<file path="config.mk">
export PLATFORM = sky130hd
export DESIGN_NAME = pipeline_execution_controller
export DESIGN_NICKNAME = d
export VERILOG_FILES = /design/src/rtl/ctrl_pkg.sv /design/src/rtl/sat_cycle_counter.sv /design/src/rtl/pipeline_execution_controller.sv
export SDC_FILE = /design/constraint.sdc
export NUM_CORES = 1
export LEC_CHECK = 0
export ABC_AREA = 1
export BUFFER_PORTS_ARGS = -buffer_cell sky130_fd_sc_hd__buf_2
export CAP_MARGIN = 20
export CORE_MARGIN = 4
export CORE_UTILIZATION = 49
export DETAILED_ROUTE_END_ITERATION = 7
export GPL_TIMING_DRIVEN = 0
export HOLD_SLACK_MARGIN = 0.08
export PLACE_DENSITY_LB_ADDON = 0.05
export SLEW_MARGIN = 0
export SYNTH_ARGS = -nofsm -noshare
export SYNTH_HDL_FRONTEND = slang
export SYNTH_SLANG_ARGS = --single-unit
</file>
<file path="constraint.sdc">
create_clock -name i_clock -period 1.8 [get_ports i_clock]
set_input_delay 0.18 -clock i_clock [delete_from_list [all_inputs] [get_ports i_clock]]
set_output_delay 0.18 -clock i_clock [all_outputs]
set_load 0.01 [all_outputs]
</file>
<file path="src/rtl/ctrl_pkg.sv">
// Shared encodings and defaults for the pipeline execution controller.
package ctrl_pkg;

  typedef enum logic [2:0] {
    S_IDLE      = 3'd0,
    S_PRE_RESET = 3'd1,
    S_RUN       = 3'd2,
    S_STEP_WAIT = 3'd3,
    S_STEP_EXEC = 3'd4,
    S_DUMP_REQ  = 3'd5,
    S_DONE      = 3'd6
  } state_e;

  localparam logic MODE_CONTINUOUS = 1'b0;
  localparam logic MODE_STEP       = 1'b1;

  localparam int DEF_MAX_CYCLES   = 65535;
  localparam int DEF_RESET_CYCLES = 4;

endpackage

</file>
<file path="src/rtl/sat_cycle_counter.sv">
// Up-counter with synchronous clear that sticks at MAX instead of wrapping.
module sat_cycle_counter #(
  parameter int WIDTH = 32,
  parameter int MAX   = 65535
) (
  input  logic             clk,
  input  logic             rst,
  input  logic             clr,
  input  logic             en,
  output logic [WIDTH-1:0] count
);

  always_ff @(posedge clk or posedge rst) begin
    if (rst)
      count <= '0;
    else if (clr)
      count <= '0;
    else if (en && (count < WIDTH'(MAX)))
      count <= count + 1'b1;
  end

endmodule

</file>
<file path="src/rtl/pipeline_execution_controller.sv">
// Debug-unit sequencer for the MIPS pipeline: soft reset, continuous/step
// execution, halt/watchdog stop and snapshot handshake.
module pipeline_execution_controller
  import ctrl_pkg::*;
#(
  parameter int CANT_BITS_CYCLE_COUNT = 32,
  parameter int MAX_CYCLES            = DEF_MAX_CYCLES,
  parameter int RESET_CYCLES          = DEF_RESET_CYCLES,
  parameter int CANT_BITS_STATE       = 3
) (
  input  logic                             i_clock,
  input  logic                             i_soft_reset,
  input  logic                             i_start,
  input  logic                             i_mode,
  input  logic                             i_step,
  input  logic                             i_abort,
  input  logic                             i_halt_detected,
  input  logic                             i_snapshot_ack,
  output logic                             o_enable_pipeline,
  output logic                             o_enable_etapa,
  output logic                             o_pipeline_soft_reset,
  output logic                             o_snapshot_req,
  output logic [CANT_BITS_CYCLE_COUNT-1:0] o_cycle_count,
  output logic                             o_busy,
  output logic                             o_done,
  output logic                             o_timeout,
  output logic [CANT_BITS_STATE-1:0]       o_state
);

  localparam int RW = (RESET_CYCLES > 1) ? $clog2(RESET_CYCLES) : 1;

  state_e        state_q, state_d;
  logic          mode_q, mode_d;
  logic          halt_q, halt_d;
  logic          to_q, to_d;
  logic [RW-1:0] rcnt_q, rcnt_d;
  logic          cnt_clr, cnt_en, at_limit, active;

  assign at_limit = (o_cycle_count == CANT_BITS_CYCLE_COUNT'(MAX_CYCLES - 1));
  assign active   = (state_q != S_IDLE) && (state_q != S_DONE);

  always_ff @(posedge i_clock or posedge i_soft_reset) begin
    if (i_soft_reset) begin
      state_q <= S_IDLE;
      mode_q  <= MODE_CONTINUOUS;
      halt_q  <= 1'b0;
      to_q    <= 1'b0;
      rcnt_q  <= '0;
    end else begin
      state_q <= state_d;
      mode_q  <= mode_d;
      halt_q  <= halt_d;
      to_q    <= to_d;
      rcnt_q  <= rcnt_d;
    end
  end

  always_comb begin
    state_d = state_q;
    mode_d  = mode_q;
    halt_d  = halt_q;
    to_d    = to_q;
    rcnt_d  = rcnt_q;
    cnt_clr = 1'b0;
    cnt_en  = 1'b0;
    case (state_q)
      S_IDLE, S_DONE: begin
        if (i_start) begin
          state_d = S_PRE_RESET;
          mode_d  = i_mode;
          halt_d  = 1'b0;
          to_d    = 1'b0;
          cnt_clr = 1'b1;
          rcnt_d  = RW'(RESET_CYCLES - 1);
        end
      end
      S_PRE_RESET: begin
        if (rcnt_q == '0)
          state_d = (mode_q == MODE_STEP) ? S_STEP_WAIT : S_RUN;
        else
          rcnt_d = rcnt_q - 1'b1;
      end
      S_RUN: begin
        cnt_en = 1'b1;
        if (i_halt_detected) begin
          halt_d  = 1'b1;
          state_d = S_DUMP_REQ;
        end else if (at_limit) begin
          to_d    = 1'b1;
          state_d = S_DUMP_REQ;
        end
      end
      S_STEP_WAIT: if (i_step) state_d = S_STEP_EXEC;
      S_STEP_EXEC: begin
        cnt_en  = 1'b1;
        state_d = S_DUMP_REQ;
        if (i_halt_detected) halt_d = 1'b1;
        else if (at_limit)   to_d   = 1'b1;
      end
      S_DUMP_REQ: begin
        if (i_snapshot_ack)
          state_d = (halt_q || to_q) ? S_DONE : S_STEP_WAIT;
      end
      default: state_d = S_IDLE;
    endcase
    // Abort outranks halt/timeout: leave the stop flags untouched.
    if (i_abort && active) begin
      state_d = S_DONE;
      halt_d  = halt_q;
      to_d    = to_q;
    end
  end

  sat_cycle_counter #(
    .WIDTH (CANT_BITS_CYCLE_COUNT),
    .MAX   (MAX_CYCLES)
  ) u_cycle_cnt (
    .clk   (i_clock),
    .rst   (i_soft_reset),
    .clr   (cnt_clr),
    .en    (cnt_en),
    .count (o_cycle_count)
  );

  assign o_enable_pipeline     = (state_q == S_RUN) || (state_q == S_STEP_EXEC);
  assign o_enable_etapa        = o_enable_pipeline;
  assign o_pipeline_soft_reset = (state_q != S_PRE_RESET);
  assign o_snapshot_req        = (state_q == S_DUMP_REQ);
  assign o_busy                = active;
  assign o_done                = (state_q == S_DONE);
  assign o_timeout             = to_q;
  assign o_state               = CANT_BITS_STATE'(state_q);

endmodule

</file>
==> flow_metrics.py, run 1 <==
metrics = {
    "run_status": {
        "status": "complete, no violations",
    },
    "worst_setup_path": {
        "r2r_setup_slack_ns": 0.19,
        "cp_slowest_stage_delay_ns": 0.45,
        "cpMaxStageDelayCell": "dfrtp_2",
        "crit_arrival_ns": 1.80,
        "crit_required_ns": 1.99,
        "reg2reg_depth": 9,
        "critPathTopFamily": "simple AND/OR/NAND/NOR gates",
        "r2r_end": "u_cycle_cnt.count[29]",
        "worstPathCellList": "inv_1, nand2_1, o21ai_2, inv_2, nor2_1, nand2_1, nand2_4, buf_4, nor2_1",
        "worstSetupPathType": "flip-flop to flip-flop",
        "path_max_fanout": 10,
        "r2r_start": "o_state[1]",
        "worst_setup_path_end_kind": "flip-flop",
        "critPathLaunchType": "flip-flop",
        "crit_buf_inv": 3,
    },
    "clocking": {
        "clkSlewWorstSetupHoldPaths_ns": 0.08,
        "cts-buffers-inserted": 5,
        "clk_latency_ns": 0.30,
        "cts_tree": "done",
        "cts_root_buffer": "clkbuf_8",
        "clock_sinks": 40,
        "cts_buffer_depth": 2,
        "htree_levels": 2,
    },
    "hold_path": {
        "hold_class": "primary input to async pin",
    },
    "power": {
        "powerDensity_nw_per_um2": 1334,
        "ir_drop_mv": 0.6159,
        "leakage_uw": 0.001484,
    },
    "timing": {
        "drv_slew": 0,
        "tns_ns": 0,
        "slew_headroom_pct": 43.47,
        "rsz0062_at_grt": "false",
        "fmax_ghz": 0.6194,
        "worst_slew_pin_slew_ns": 0.8467,
        "final.period_utilization_pct": 89.69,
        "fin_crit_ns": 1.614,
        "final-setup-viol-count": 0,
        "hold_viol_final": 0,
        "clock_skew_ns": 0.007895,
    },
    "global_routing": {
        "antenna_found_initial": 0,
        "grt_pass1_vias": 1986,
        "grt_pass1_wl_um": 8914,
        "groute.usage.overall_pct": 20.33,
        "grt_overflow_total": 0,
        "grt_max_degree": 41,
    },
    "routing": {
        "postRouteAntennaNets": 0,
        "via_count": 2085,
        "wl_per_cell_um": 12.20,
        "firstDrtPassIters": 4,
        "initialDrtViolationCount": 89,
        "routed_via_density": 4.952,
        "drc": 0,
        "wirelength_um": 5135,
    },
    "final_layout": {
        "syn_to_final_growth_pct": 20.41,
        "final_design_area_no_fill_um2": 2701,
        "drive_gt1_share_pct": 23.58,
        "n_antenna_cell": 0,
        "fin_nets": 379,
    },
    "floorplan": {
        "rows": 24,
        "core_um2": 4384,
        "start_util_pct": 51.17,
        "die_area_um2": 5725,
        "die_h_um": 75.67,
        "io-pin-count": 50,
        "die_w_um": 75.67,
    },
    "placement": {
        "port_buffers": 49,
        "gp_congestion": 0.8889,
        "dp.final_hpwl_um": 3846,
        "dpl_cell_area_um2": 2554,
    },
    "yosys": {
        "syn-cell-area_um2": 2243,
        "postSynthAreaPerCell_um2": 7.237,
        "postSynthCellCount": 310,
        "synthesis.nets": 321,
        "yosysWarnings": 0,
        "yosysSeqAreaShare_pct": 44.62,
        "ys_seq_elements": 40,
        "yosysUniqueCellTypes": 23,
    },
    "run": {
        "max_cap_viol_count": 0,
    },
}
## where the power goes
part,internal [µW],total [µW],switching [µW]
combinational,621,1730,1110
clock,310,644,333
sequential,1050,1230,173
total,1980,3600,1620
## cells in the mapped netlist
cell / number / area share [%]
a21oi_1: 3 / 0.67
buf_2: 2 / 0.45
buf_4: 2 / 0.67
buf_6: 2 / 1.0
dfrtp_1: 40 / 45
ha_1: 3 / 1.7
inv_1: 47 / 7.9
inv_2: 4 / 0.67
nand2_1: 86 / 14
nand2_2: 2 / 0.56
nand3_1: 27 / 6.0
nand3b_1: 2 / 0.67
nand4_1: 12 / 3.3
nor2_1: 51 / 8.5
nor2_2: 3 / 0.84
nor2_4: 3 / 1.5
nor3_1: 1 / 0.22
o21ai_0: 7 / 1.6
o21ai_1: 1 / 0.22
o21ai_2: 1 / 0.39
o21bai_1: 1 / 0.33
or2_0: 1 / 0.28
xor2_1: 9 / 3.5
## placed cells by master (no fill, tap or decap)
cell type and n:
a21oi_1 2, a21oi_2 1, buf_2 51, buf_4 3, buf_6 2, clkbuf_8 6
clkinvlp_4 2, dfrtp_1 37, dfrtp_2 3, dlygate4sd3_1 1, ha_1 2, ha_4 1
inv_1 45, inv_2 6, nand2_1 86, nand2_2 1, nand2_4 1, nand3_1 27
nand3b_1 2, nand4_1 12, nor2_1 48, nor2_2 6, nor2_4 3, nor3_1 1
o21ai_0 7, o21ai_1 1, o21ai_2 1, o21bai_1 1, or2_0 1, xor2_1 9
## state kept, by name, indices dropped and copies added, names as in the netlist
signal and cells:
o_state 3, rcnt_q 2, u_cycle_cnt.count 32, halt_q 1, mode_q 1, o_timeout 1
## worst max-delay path by stage
stage | startpoint | endpoint | slack (ns) | cells past startpoint
global placement | u_cycle_cnt.count[1] | u_cycle_cnt.count[29] | 0.08 | 8
floorplan | u_cycle_cnt.count[1] | u_cycle_cnt.count[12] | 0.20 | 10
global route | o_state[1] | u_cycle_cnt.count[26] | 0.01 | 9
finish | o_state[1] | u_cycle_cnt.count[29] | 0.19 | 9
CTS | u_cycle_cnt.count[1] | u_cycle_cnt.count[11] | 0.01 | 10
detailed placement | u_cycle_cnt.count[1] | u_cycle_cnt.count[11] | 0.03 | 10
## cells by family (layout without fill, tap and decap cells)
family	after synthesis	count (layout)	share of synthesized area, %
and+or+nand+nor	188	188	36.36
buffers and inverters	57	116	10.65
DFF	40	40	44.62
AOI/OAI and AO/OA	13	13	3.179
xor gates and xnor gates	9	9	3.514
adders and majority gates	3	3	1.673
## what timing repair did
item / 4_1_cts / 5_1_grt
hold buffers: 1 / 0
buffers inserted: 0 / 1
resized for setup: 0 / 11
endpoints found under the setup margin: 0 / 27
hold endpoints to repair: 1 / 0
## layout make-up
| class | instances | area, µm² |
|---|---|---|
| Buffer | 6 | 47.55 |
| Clock buffer | 6 | 82.58 |
| Clock inverter | 2 | 15.01 |
| Fill cell | 417 | 1683 |
| Inverter | 51 | 191.4 |
| Multi-Input combinational cell | 213 | 1032 |
| Sequential cell | 40 | 1005 |
| Tap cell | 52 | 65.06 |
| Timing Repair Buffer | 51 | 262.8 |
## through the flow
stage                     power (µW)  cells  hold WS (ns)  utilization (%)  worst slack (ns)
after floorplan                 2425    310        0.2896                -            0.2024
after global placement          2905    411        0.3769            58.25           0.08432
after detailed placement        2923    411        0.3841            58.25           0.02813
after CTS                       3581    420       0.09155            60.70          0.009527
after global routing            3950    421        0.1303            61.62           0.01060
final                           3603    421       0.04934            61.62            0.1856
## routing by layer
metal / vias up / routed length (µm) / GRT usage (%)
met5: - / 0 / 0
met4: 0 / 36 / 4.660
met3: 4 / 265 / 3.694
met2: 53 / 2578 / 35.28
met1: 959 / 2255 / 26.48
li1: 1069 / - / -
## worst reg2reg max path: cells and delay by family (launching register included)
family,cells,cell delay [ns]
AO/OA/AOI/OAI,1,0.19
buffers and inverters,3,0.37
flip-flops,1,0.45
AND/OR/NAND/NOR,5,0.51
Power figures use the tool's default switching activity.
==> run 2, diff against run 1 <==
- ABC_AREA: 1 -> not set
- PLACE_DENSITY: not set -> 0.74
- PLACE_DENSITY_LB_ADDON: 0.05 -> not set
==> run 2 against run 1 <==
Clock skew hardly changed; critical path depth is 3 lower; largest cell class unchanged; final area is 14% higher; the flow now finishes with violations (negative setup slack); die area is 3.1% lower; largest power group unchanged; sequential power is 5% lower; fmax is 16% lower.
==> flow_metrics.py, run 2 <==
metrics = {
    "timing": {
        "layout_setup_ws_ns": -0.1225,
        "tns_ns": -0.5001,
        "rsz0062_at_grt": "true",
        "worst_slew_pin_slew_ns": 0.8171,
        "final-setup-viol-count": 11,
        "clock_skew_ns": 0.007696,
        "fin_crit_ns": 1.922,
        "final.period_utilization_pct": 106.8,
        "slew_headroom_pct": 45.45,
        "hold_viol_final": 0,
        "fmax_ghz": 0.5202,
        "holdWs_ns": 0.1072,
        "drv_slew": 0,
    },
    "final_layout": {
        "syn_to_final_growth_pct": 42.89,
        "fin_nets": 309,
        "final_cell_mix": "buf_2 (48), dfrtp_1 (38), nand2_1 (24)",
        "fillerInstances": 293,
        "final_common_cell": "buf_2",
        "largest_register_ffs": 32,
        "n_antenna_cell": 0,
        "drive_gt1_share_pct": 40.47,
        "multiInputGateArea_um2": 1336,
        "top_register": "u_cycle_cnt.count",
        "final_design_area_no_fill_um2": 3093,
        "seq_area_um2": 1003,
    },
    "yosys": {
        "synth_top_area_share_pct": 46.24,
        "synth_top_cell_by_area": "dfrtp_1",
        "synth_common_cells": "dfrtp_1 (40), nand2_1 (26), and2_1 (17)",
        "postSynthCellCount": 222,
        "yosysUniqueCellTypes": 41,
        "async_flop_share_pct": 100.0,
        "synthesis.nets": 233,
        "synth_edf_count": 0,
        "ys_seq_elements": 40,
        "synthFlopType": "dfrtp_1",
        "yosysWarnings": 0,
        "postSynthAreaPerCell_um2": 9.750,
        "yosysMostFrequentCell": "dfrtp_1",
        "synthTopCellsByArea": "dfrtp_1 (46%), mux2i_1 (6.9%), and2_1 (4.9%)",
        "syn-cell-area_um2": 2165,
        "yosysSeqAreaShare_pct": 46.24,
    },
    "power": {
        "p_sw_uw": 1499,
        "p_seq_share_pct": 30.4,
        "combPwrFrac_pct": 49.9,
        "powerDensity_nw_per_um2": 1242,
        "ir_drop_mv": 0.8986,
        "p_clk_share_pct": 19.7,
        "leakage_uw": 0.001473,
        "power.share.switching_pct": 39.00,
        "internal_power_uw": 2344,
    },
    "worst_setup_path": {
        "crit_end": "u_cycle_cnt.count[2]",
        "crit_required_ns": 2.03,
        "critPathLaunchType": "flip-flop",
        "r2r_end": "u_cycle_cnt.count[2]",
        "reg2reg_depth": 6,
        "crit_arrival_ns": 2.15,
        "worst_setup_path_end_kind": "flip-flop",
        "r2r_setup_slack_ns": -0.12,
        "path_max_fanout": 5,
        "worstSetupPathType": "flip-flop to flip-flop",
        "critPathLaunch": "u_cycle_cnt.count[31]",
        "r2r_start": "u_cycle_cnt.count[31]",
    },
    "clocking": {
        "clk_latency_ns": 0.30,
        "cts-buffers-inserted": 5,
        "clock_sinks": 40,
        "clkSlewWorstSetupHoldPaths_ns": 0.08,
        "cts_buffer_depth": 2,
        "cts_root_buffer": "clkbuf_8",
        "htree_levels": 2,
        "cts_tree": "done",
    },
    "routing": {
        "postRouteAntennaNets": 0,
        "routed_via_density": 5.928,
        "wirelength_um": 6208,
        "drc": 0,
        "via_count": 2069,
        "initialDrtViolationCount": 159,
        "wl_per_cell_um": 17.79,
        "firstDrtPassIters": 5,
    },
    "global_routing": {
        "antenna_found_initial": 0,
        "grt_pass1_wl_um": 9190,
        "grt_pass1_vias": 1898,
        "grt_max_degree": 41,
        "groute.usage.overall_pct": 21.76,
        "grt_overflow_total": 0,
    },
    "floorplan": {
        "start_util_pct": 52.23,
        "die_w_um": 74.47,
        "io-pin-count": 50,
        "rows": 23,
        "core_um2": 4144,
        "die_h_um": 74.47,
        "die_area_um2": 5545,
    },
    "placement": {
        "dp_slack_ns": -0.5120,
        "gp_congestion": 0.8310,
        "dp.final_hpwl_um": 3587,
        "dpl_cell_area_um2": 2520,
        "port_buffers": 47,
    },
    "run_status": {
        "violations": "negative setup slack",
        "status": "complete, but fails checks",
    },
    "run": {
        "max_cap_viol_count": 0,
    },
    "hold_path": {
        "hold_class": "primary input to flip-flop",
    },
}
## run 2: changes by cell type in the layout (fill, tap and decap cells not counted), moves of 15 or more
cell     delta
nand3_1    -22
nand2_1    -62
buf_4      +16
mux2i_1    +15
inv_1      -38
nor2_1     -41
and2_1     +17
## run 2: power groups by stage
stage / sequential, µW / clock (µW) / combinational, µW
global route: 1180 / 812 / 2110
floorplan: 1160 / 0 / 1030
CTS: 1130 / 769 / 1680
detailed placement: 1150 / 0 / 1440
global placement: 1150 / 0 / 1420
finish: 1170 / 757 / 1920
## run 2: cells by family (layout without fill, tap and decap cells)
logic type / after synthesis / count (layout) / synth area share (%)
XOR/XNOR: 1 / 1 / 1.272
adder cells (fa/ha/maj): 3 / 3 / 1.734
AND/OR/NAND/NOR: 115 / 115 / 30.75
flip-flops: 40 / 40 / 46.24
multiplexers: 16 / 16 / 7.456
AO/OA/AOI/OAI: 25 / 25 / 7.688
buffers and inverters: 22 / 99 / 4.855
## run 2: worst min-delay path by stage
| stage | slack (ns) | cells after the start | start | endpoint |
|---|---|---|---|---|
| after detailed placement | 0.38 | 2 | i_soft_reset | u_cycle_cnt.count[13] |
| final | 0.11 | 2 | i_mode | mode_q |
| after CTS | 0.11 | 2 | i_mode | mode_q |
| after global placement | 0.42 | 2 | i_mode | mode_q |
| after global routing | 0.09 | 2 | i_mode | mode_q |
| after floorplan | 0.33 | 1 | i_mode | mode_q |
## run 2: through the flow
stage,utilization [%],power [µW],cells
after CTS,70.26,3584,342
final,74.64,3843,349
after floorplan,-,2194,222
after detailed placement,60.81,2595,319
after global placement,60.81,2569,319
after global routing,74.64,4099,349
## run 2: area by class of cell
cell class | instances | area share [%]
Clock buffer | 5 | 2.225
Timing Repair Buffer | 70 | 13.75
Sequential cell | 40 | 32.44
Buffer | 13 | 3.843
Multi-Input combinational cell | 160 | 43.20
Inverter | 8 | 0.9709
Clock inverter | 3 | 1.537
Tap cell | 50 | 2.023
## run 2: layer usage
metal,GRT usage [%],part of all wire (%)
met2,33.27,47
met3,6.622,6.9
met4,4.743,2.7
met5,0,0
met1,30.67,44
## run 2: worst max-delay path, stage by stage, from the launching register on
cell and delay, ns:
dfrtp_1 0.41, nor4_2 0.34, nand4_1 0.17, buf_6 0.17, buf_4 0.13, or4_1 0.50, a21oi_1 0.14
## run 2: timing repair
item                                    4_1_cts  5_1_grt
hold endpoints to repair                     40        0
pin swaps                                     6       14
resized for setup                            30       33
endpoints found under the setup margin       30       28
gates cloned                                  1        0
hold buffers                                  1        0
buffers inserted                             13        8
==> run 3, diff against run 2 <==
- PLACE_DENSITY: 0.74 -> 0.73
- SYNTH_HIERARCHICAL: not set -> 1
==> run 3 against run 2 <==
Area after synthesis up 1.4%; utilization down 7.9 points; the flow still finishes with violations (negative setup slack); highest routed layer unchanged; sequential share of layout area increased by 2.1 points; largest power group unchanged; critical path depth up 2; fmax fell by 6.8%; largest cell class unchanged.
==> flow_metrics.py, run 3 <==
metrics = {
    "global_routing": {
        "groute.usage.overall_pct": 20.95,
        "grt_pass1_vias": 1811,
        "grtUsageMet3_pct": 4.673,
        "grt_pass1_wl_um": 8956,
        "use_met1_pct": 29.80,
        "grt_use_met2_pct": 32.40,
        "grt-busiest-layer": "met2",
        "grt_max_degree": 24,
        "grt_overflow_total": 0,
        "antenna_found_initial": 0,
    },
    "worst_setup_path": {
        "path_max_fanout": 4,
        "critPathLaunchType": "flip-flop",
        "worstSetupPathType": "flip-flop to flip-flop",
        "crit_arrival_ns": 2.25,
        "crit_required_ns": 1.98,
        "critPathLaunch": "o_state[2]",
        "r2r_start": "o_state[2]",
        "cp_slowest_stage_delay_ns": 0.41,
        "worstPathCellList": "buf_6, xnor2_4, nor2_4, nor4b_4, nand3_4, or2_0, nor4_2, mux2_2",
        "worst_setup_path_end_kind": "flip-flop",
        "r2r_setup_slack_ns": -0.26,
        "cpMaxStageDelayCell": "dfrtp_1",
        "critPathTopFamily": "simple AND/OR/NAND/NOR gates",
        "crit_buf_inv": 1,
    },
    "floorplan": {
        "die_h_um": 74.93,
        "start_util_pct": 50.40,
        "die_w_um": 74.93,
        "die_area_um2": 5614,
        "rows": 24,
        "io-pin-count": 50,
        "core_um2": 4354,
    },
    "timing": {
        "rsz0062_at_grt": "true",
        "fmax_ghz": 0.4847,
        "final-setup-viol-count": 19,
        "final.period_utilization_pct": 114.6,
        "fin_crit_ns": 2.063,
        "slew_headroom_pct": 62.13,
        "clock_skew_ns": 0.003979,
        "hold_viol_final": 0,
        "layout_setup_ws_ns": -0.2632,
        "drv_slew": 0,
        "worst_slew_pin_slew_ns": 0.5628,
    },
    "final_layout": {
        "fin_nets": 304,
        "drive_gt1_share_pct": 40.82,
        "multiInputGateArea_um2": 1194,
        "fillerInstances": 342,
        "largest_register_ffs": 32,
        "n_antenna_cell": 0,
        "top_register": "u_cycle_cnt/count",
        "seq_area_um2": 1003,
        "syn_to_final_growth_pct": 32.50,
        "final_cell_mix": "buf_2 (47), dfrtp_1 (38), nor2_1 (19), nor2b_1 (19), buf_4 (17)",
        "final_cells": 346,
        "final_common_cell": "buf_2",
    },
    "yosys": {
        "synth_edf_count": 0,
        "synthesis.nets": 229,
        "yosysWarnings": 6,
        "yosysMostFrequentCell": "dfrtp_1",
        "postSynthCellCount": 219,
        "synth_common_cells": "dfrtp_1 (40), nor2_1 (20), nor2b_1 (19)",
        "async_flop_share_pct": 100.0,
        "synth_top_cell_by_area": "dfrtp_1",
        "yosysSeqAreaShare_pct": 45.61,
        "syn-cell-area_um2": 2195,
        "yosysUniqueCellTypes": 51,
        "postSynthAreaPerCell_um2": 10.02,
        "synthFlopType": "dfrtp_1",
        "synthTopCellsByArea": "dfrtp_1 (46%), nor2b_1 (5.4%), a21oi_1 (3.4%)",
        "synth_top_area_share_pct": 45.61,
        "ys_seq_elements": 40,
    },
    "routing": {
        "postRouteAntennaNets": 0,
        "wirelength_um": 5648,
        "via_count": 1949,
        "routed_via_density": 5.633,
        "initialDrtViolationCount": 171,
        "wl_per_cell_um": 16.32,
        "firstDrtPassIters": 5,
        "drc": 0,
    },
    "hold_path": {
        "hp-start": "i_mode",
        "hold_class": "primary input to flip-flop",
    },
    "clocking": {
        "clk_latency_ns": 0.29,
        "clock_sinks": 40,
        "cts_buffer_depth": 2,
        "cts-buffers-inserted": 5,
        "cts_root_buffer": "clkbuf_8",
        "cts_tree": "done",
        "clkSlewWorstSetupHoldPaths_ns": 0.08,
        "htree_levels": 2,
    },
    "placement": {
        "port_buffers": 48,
        "dp_slack_ns": -0.4685,
        "gp_congestion": 0.7916,
        "dp_cells": 320,
        "dp.final_hpwl_um": 3705,
    },
    "power": {
        "ir_drop_mv": 0.5385,
        "leakage_uw": 0.001382,
        "powerDensity_nw_per_um2": 1299,
    },
    "run_status": {
        "violations": "negative setup slack",
        "status": "complete, but fails checks",
    },
    "run": {
        "max_cap_viol_count": 0,
    },
}
## run 3: cell types whose count changed after synthesis, moves of 5 or more
cell,change
a21oi_1,+9
mux2i_1,-14
nor2_1,+11
nor2b_1,+19
nand2b_1,-8
nand2_1,-20
nor4_1,-5
nand3_1,+5
and2_1,-17
or4_1,-6
clkbuf_1,-6
## run 3: cell families after synthesis
family / after synthesis / share of synthesized area [%]
simple gates: 101 / 28.51
compound gates: 44 / 14.82
flops: 40 / 45.61
buf+inv: 22 / 5.416
xor+xnor: 5 / 1.995
mux: 5 / 2.508
fa+ha+maj: 2 / 1.140
## run 3: final cells by class
type | count | share of cell area, %
Multi-Input combinational cell | 157 | 41.05
Sequential cell | 40 | 34.51
Timing Repair Buffer | 68 | 14.80
Buffer | 10 | 2.926
Clock buffer | 5 | 2.367
Tap cell | 52 | 2.238
Inverter | 12 | 1.678
Clock inverter | 2 | 0.4303
## run 3: final timing paths
kind	end	cells after the start
worst min-delay path	mode_q	2
worst max register to register	u_cycle_cnt/count[7]	8
min in group asynchronous	mode_q	3
worst max-delay path	u_cycle_cnt/count[7]	8
max in group asynchronous	u_cycle_cnt/count[3]	4
worst min register to register	rcnt_q[0]	1
## run 3: through the flow
stage / util [%] / total power [µW] / setup TNS [ns] / area, µm² / hold slack (ns)
floorplan: - / 2325 / -2.384 / 2251 / -0.004342
global placement: 58.71 / 2690 / -5.317 / 2556 / 0.1543
detailed placement: 59.34 / 2725 / -5.846 / 2584 / 0.1642
CTS: 64.68 / 3613 / -3.443 / 2816 / 0.1108
global route: 66.78 / 4001 / -6.415 / 2908 / 0.1094
finish: 66.78 / 3776 / -3.586 / 2908 / 0.1165
## run 3: timing repair
item	4_1_cts	5_1_grt
endpoints found under the hold margin	17	0
buffers inserted	9	7
resized for setup	18	13
hold buffers	1	0
setup endpoints to repair	17	29
pin swaps	9	9
gates cloned	2	0
## run 3: routing by layer
metal	routed length (µm)	vias to the layer above
met5	0	-
met4	76	0
met3	252	7
met2	2687	57
met1	2631	952
li1	-	933
## run 3: where the power goes
group	switching (µW)	internal (µW)
registers	183	1020
clock network	314	262
logic	994	1000
total	1490	2290
